<file path="config.mk">
export PLATFORM = sky130hd
export DESIGN_NAME = serial_compare4
export DESIGN_NICKNAME = d
export VERILOG_FILES = /design/src/rtl/serial_compare4.sv
export SDC_FILE = /design/constraint.sdc
export NUM_CORES = 1
export LEC_CHECK = 0
export CORE_MARGIN = 4
export CORE_UTILIZATION = 40
export DETAILED_ROUTE_END_ITERATION = 12
export GPL_ROUTABILITY_DRIVEN = 1
export GPL_TIMING_DRIVEN = 0
export PLACE_DENSITY = 0.69
export SETUP_SLACK_MARGIN = 0.1
export SLEW_MARGIN = 5
export SYNTH_ARGS = -nofsm -noshare
export SYNTH_HDL_FRONTEND = slang
export SYNTH_SLANG_ARGS = --single-unit
</file>
<file path="constraint.sdc">
create_clock -name iClk -period 1.85 [get_ports iClk]
set_input_delay 0.185 -clock iClk [delete_from_list [all_inputs] [get_ports iClk]]
set_output_delay 0.185 -clock iClk [all_outputs]
set_load 0.01 [all_outputs]
</file>
<file path="src/rtl/serial_compare4.sv">
// Nibble-serial magnitude comparator: operands arrive MSB nibble first, one pair per beat,
// and the gt/lt decision is carried across beats in a registered one-hot code.
module serial_compare4 #(
    parameter int WORDS = 2,
    parameter int CW    = 4
) (
    input  logic       iClk,
    input  logic       iRst,
    input  logic       iClear,
    input  logic       iValid,
    output logic       oReady,
    input  logic [3:0] iData_a,
    input  logic [3:0] iData_b,
    output logic       oValid,
    input  logic       iReady,
    output logic [2:0] oData,
    output logic       oBusy
);

    localparam logic [2:0]    CODE_GT = 3'b100;
    localparam logic [2:0]    CODE_LT = 3'b010;
    localparam logic [2:0]    CODE_EQ = 3'b001;
    localparam logic [CW-1:0] LAST    = CW'(WORDS - 1);

    typedef enum logic {
        S_RUN  = 1'b0,
        S_DONE = 1'b1
    } state_t;

    state_t        state_q, state_d;
    logic [CW-1:0] cnt_q, cnt_d;
    logic [2:0]    dec_q, dec_d;
    logic          valid_q, valid_d;
    logic [2:0]    data_q, data_d;

    logic          accept;
    logic [2:0]    dec_nib;

    // Once a nibble differs the decision is final; lower nibbles only advance the count.
    always_comb begin
        dec_nib = dec_q;
        if (dec_q == CODE_EQ) begin
            if (iData_a > iData_b)      dec_nib = CODE_GT;
            else if (iData_a < iData_b) dec_nib = CODE_LT;
        end
    end

    assign oReady = (state_q == S_RUN);
    assign accept = iValid && oReady;

    always_comb begin
        state_d = state_q;
        cnt_d   = cnt_q;
        dec_d   = dec_q;
        valid_d = valid_q;
        data_d  = data_q;
        if (iClear) begin
            state_d = S_RUN;
            cnt_d   = '0;
            dec_d   = CODE_EQ;
            valid_d = 1'b0;
        end else begin
            unique case (state_q)
                S_RUN: begin
                    if (accept) begin
                        if (cnt_q == LAST) begin
                            state_d = S_DONE;
                            valid_d = 1'b1;
                            data_d  = dec_nib;
                            cnt_d   = '0;
                            dec_d   = CODE_EQ;
                        end else begin
                            cnt_d = cnt_q + 1'b1;
                            dec_d = dec_nib;
                        end
                    end
                end
                S_DONE: begin
                    if (valid_q && iReady) begin
                        state_d = S_RUN;
                        valid_d = 1'b0;
                    end
                end
                default: state_d = S_RUN;
            endcase
        end
    end

    always_ff @(posedge iClk) begin
        if (iRst) begin
            state_q <= S_RUN;
            cnt_q   <= '0;
            dec_q   <= CODE_EQ;
            valid_q <= 1'b0;
            data_q  <= CODE_EQ;
        end else begin
            state_q <= state_d;
            cnt_q   <= cnt_d;
            dec_q   <= dec_d;
            valid_q <= valid_d;
            data_q  <= data_d;
        end
    end

    // oData keeps the last presented result outside S_DONE; consumers qualify it with oValid.
    assign oValid = valid_q;
    assign oData  = data_q;
    assign oBusy  = (state_q == S_RUN) && (cnt_q != '0);

endmodule

</file>
======== After elaboration in Yosys (flattened, before gate mapping) ========
Cells that the tools add are included.
storage, ports and cells
  flip-flop bits (word level) ............. 12
  bits of input ports ..................... 13
  logic and storage cells ................. 36
cells by class
  $add $sub $neg .......................... 1
  $lt $le $gt $ge ......................... 2
  equal/unequal tests ..................... 5
  multiplexer cells ....................... 13
  bitwise operators ....................... 2
  reductions and logical operators ........ 8
operators by type and width
  cell                   number
  $mux W3                4
  $mux W1                6
  $ne A2 B1 Y1 const B   3
  $add A4 B1 Y4 const B  1
  $eq A4 B1 Y1 const B   1
  $gt A4 B4 Y1           1
  $lt A4 B4 Y1           1
  $mux W4                1
  $pmux W1 S2            2
  $reduce_and A4 Y1      1
  $reduce_bool A4 Y1     1
  $eq A3 B1 Y1 const B   1
  $logic_and A1 B1 Y1    3
  $reduce_and A3 Y1      1
  $not A1 Y1             2
  $reduce_and A2 Y1      1
  $reduce_or A2 Y1       1

======== Logic depth before layout (Yosys ltp) ========
  depth after elaboration ................. 5
  depth in mapped cells ................... 6
  gate-level depth less buffers ........... 6

======== Worst setup path after synthesis ========
Ideal clock, no wire load.
  path kind ............................... input port to flip-flop
  start point ............................. input port iData_b[1]
  end point ............................... register data_q[2], in the netlist oData[2]
  arrival ................................. 1.252 ns
  data required time ...................... 1.759 ns
  slack ................................... 0.507 ns
  cell stages on the path ................. 6
  cells stage by stage .................... inv_1 > ha_1 > nor2b_1 > o211ai_1 > a211o_1 > a311oi_1
between the ends
  word-level cells in the longest chain between the ends .. 4
  elaborated cells on any way between the ends .. 5
RTL lines
  item                    line  text
  start: declaration      13    input logic [3:0] iData_b,
  $lt A4 B4 Y1            44    else if (iData_a < iData_b) dec_nib = CODE_LT;
  $mux W3                 44
  $mux W3 (*)             43    if (iData_a > iData_b) dec_nib = CODE_GT;
  $mux W3 (*)             42    if (dec_q == CODE_EQ) begin
  end signal: assignment  101   data_q <= data_d;
  end: declaration        34    logic [2:0] data_q, data_d;
Mark *: on every way between the ends. The rest lies on a longest branch, timed or not.
A chain may end at the register's enable or synchronous reset.

======== Worst setup path after layout ========
Ends and elaborated chain as after synthesis.

==> impl_metrics.ini <==
[outcome]
status = finished, final reports clean

[flow_run]
drv_cap = 0

[floorplan]
rows = 14
die_area_um2 = 2360
coreArea_um2 = 1520
die_h_um = 48.6
io_pins = 19
initial_core_util = 0.432
die_x_um = 48.6

[power_and_ir_drop]
p_int_uw = 402
swShare = 0.245
ir_drop_mv = 0.565
switchingPower_uw = 130
share_comb_of_total_power = 0.203
pwr-share-seq = 0.510
finalPower_uw = 533
clkPwrFrac = 0.288
p_per_area_nw_per_um2 = 601
p_leak_nw = 0.363

[routing]
drt-met1-wl_um = 624
post-route-drc-count = 0
route.vias.total = 565
ant_nets = 0
wl_per_cell_um = 10.7
drtIter0Drc = 1
drt_pass1_iterations = 2
route.met3.wl_um = 85
via_per_inst = 5.04
wl_met2_um = 491
highest_layer = met3
totalWireLength_mm = 1.20

[sta]
hold_violations = 0
fmax_mhz = 609
setup_viol = 0
max-slew-margin-rel = 0.542
clock_skew_ps = 7.19
report.final.slew_viol_count = 0
min_period_ps = 1640
rsz0062_at_grt = false
tightest_slew_ps = 681
period_share = 0.887
setup_tns_ps = 0

[global_route]
grt_max_degree = 9
grt_first_pass_wirelength_mm = 2.06
grt_pass1_vias = 483
gr-usage-all-layers = 0.107
antenna_found_initial = 0
grt_overflow = 0

[critical_path]
startpoint_type = input pin
r2r-start = state_q$_SDFF_PP0_
critical_path.max_fanout = 4
crit_arrival_ps = 1820
r2r_cells = 4
path_class = input pin to flip-flop
r2r_slack_ps = 410
required_ps = 2030
r2r-end = dec_q[2]$_SDFFE_PP0P_
crit_path_end_kind = flip-flop

[synth]
yosysTopAreaCellShare = 0.365
synthAdderAreaFrac = 0.0760
synthTopCellsByArea = dfxtp_1, ha_1, nor2_1, xor2_1, nor4b_4
synth_seq_area_share = 0.365
synth_simple_gate_area_share = 0.321
synth.area.mux_share = 0
synth_top_family_by_area = simple AND/OR/NAND/NOR gates
async_reset_ff_frac = 0
avgSynthCellArea_um2 = 8.78
synthFlopType = dfxtp_1
synthesis.nets = 92
synth_compound_area_frac = 0.158
synth_top_area_cell = dfxtp_1
syn_inst = 75
synth_common_cells = dfxtp_1, nor2_1, inv_1
ys_seq_elements = 12
ys_types = 30
synth_area_um2 = 658
synth-edff-count = 0
synthXorXnorAreaFrac = 0.0399
yosysWarnings = 0

[finish]
drive_above_1_share = 0.104
nets = 115
stdcell_count = 112
diodes = 0
post-route-util = 0.581
syn_to_final_growth_pct = 34.6
fin_area_um2 = 886

[place]
dp.cells = 109
buffer_ports.inserted = 18
post-dp-hpwl_um = 967
gp_congestion = 0.707
placed_area_um2 = 858

[clock_tree]
cts_tree = yes
ctsLongestPathBuffers = 2
htree_levels = 1
clk_pin_slew_ps = 70
cts_hold_buf = 0
cts_sinks = 12
cts_resized = 0
post_cts_buffers = 0
root_buffer = clkbuf_4
clock_latency_ps = 270
cts_buffers = 3

[hold_path]
hold_end = oData[0]$_SDFFE_PP1P_
whs_path_depth = 2
hold_class = flip-flop to flip-flop
hold_start = oData[0]$_SDFFE_PP1P_
==> layout make-up <==
type	count	area, um^2
multi-input cells	56	395
plain buffers	1	3.75
clock buffers	3	22.5
fillers	139	638
inverters	6	22.5
well taps	16	20.0
repair buffers	18	180
flip-flops and latches	12	241
==> cells by family after synthesis <==
| kind of cell | after synthesis |
|---|---|
| adder cells (fa/ha/maj) | 4 |
| AO/OA/AOI/OAI | 15 |
| AND/OR/NAND/NOR | 34 |
| XOR/XNOR | 3 |
| flip-flops | 12 |
| buffers and inverters | 7 |
==> placed cells by master (no fill, tap or decap), types with 2 or more instances in the layout <==
| cell type | count |
|---|---|
| nor3_1 | 2 |
| a31oi_1 | 2 |
| clkdlybuf4s50_1 | 18 |
| a21oi_1 | 3 |
| nand2b_1 | 2 |
| dfxtp_1 | 11 |
| nor2_1 | 12 |
| ha_1 | 4 |
| inv_1 | 6 |
| o211ai_1 | 2 |
| xor2_1 | 3 |
| a21oi_2 | 2 |
| nand2_1 | 4 |
| clkbuf_4 | 3 |
| nor4_1 | 2 |
| nor2b_1 | 3 |
==> worst max path at each step <==
| stage | slack, ps | cells past startpoint | end | startpoint |
|---|---|---|---|---|
| after floorplan | 510 | 6 | oData[2]$_SDFFE_PP0P_ | iData_b[1] |
| after global placement | -150 | 7 | dec_q[0]$_SDFFE_PP1P_ | iData_b[3] |
| after detailed placement | -150 | 7 | dec_q[0]$_SDFFE_PP1P_ | iData_b[3] |
| after CTS | 120 | 7 | dec_q[0]$_SDFFE_PP1P_ | iData_b[3] |
| after global routing | 110 | 7 | oData[2]$_SDFFE_PP0P_ | iData_b[1] |
| final | 210 | 7 | oData[2]$_SDFFE_PP0P_ | iData_b[1] |
==> metal layers <==
metal / track usage / up-vias
li1: - / 307
met1: 0.163 / 247
met2: 0.128 / 11
met3: 0.0613 / 0
met4: 0.0135 / 0
met5: 0 / -
==> registers in the layout (all words and copies together) (netlist names) <==
name and flops:
cnt_q 4, dec_q 3, oData 3, oValid 1, state_q 1
==> critical path, stage by stage <==
cell             delay, ps
clkdlybuf4s50_1        450
inv_1                   40
ha_1                   270
nor2b_1                130
o211ai_1               170
a211o_1                340
a311oi_1               250
==> power groups by stage <==
stage	Sequential [mW]	Combinational (mW)	Clock [mW]
2_1_floorplan	0.277	0.0599	0
3_3_place_gp	0.277	0.105	0
3_5_place_dp	0.278	0.106	0
4_1_cts	0.272	0.107	0.161
5_1_grt	0.272	0.121	0.172
6_report	0.272	0.108	0.153
==> per-stage QoR <==
stage / hold slack, ps / worst slack, ps
6_report: 483 / 209
4_1_cts: 489 / 125
3_3_place_gp: 459 / -147
2_1_floorplan: 257 / 507
5_1_grt: 508 / 111
3_5_place_dp: 466 / -147
No activity file was read; power rests on OpenSTA's default activity.
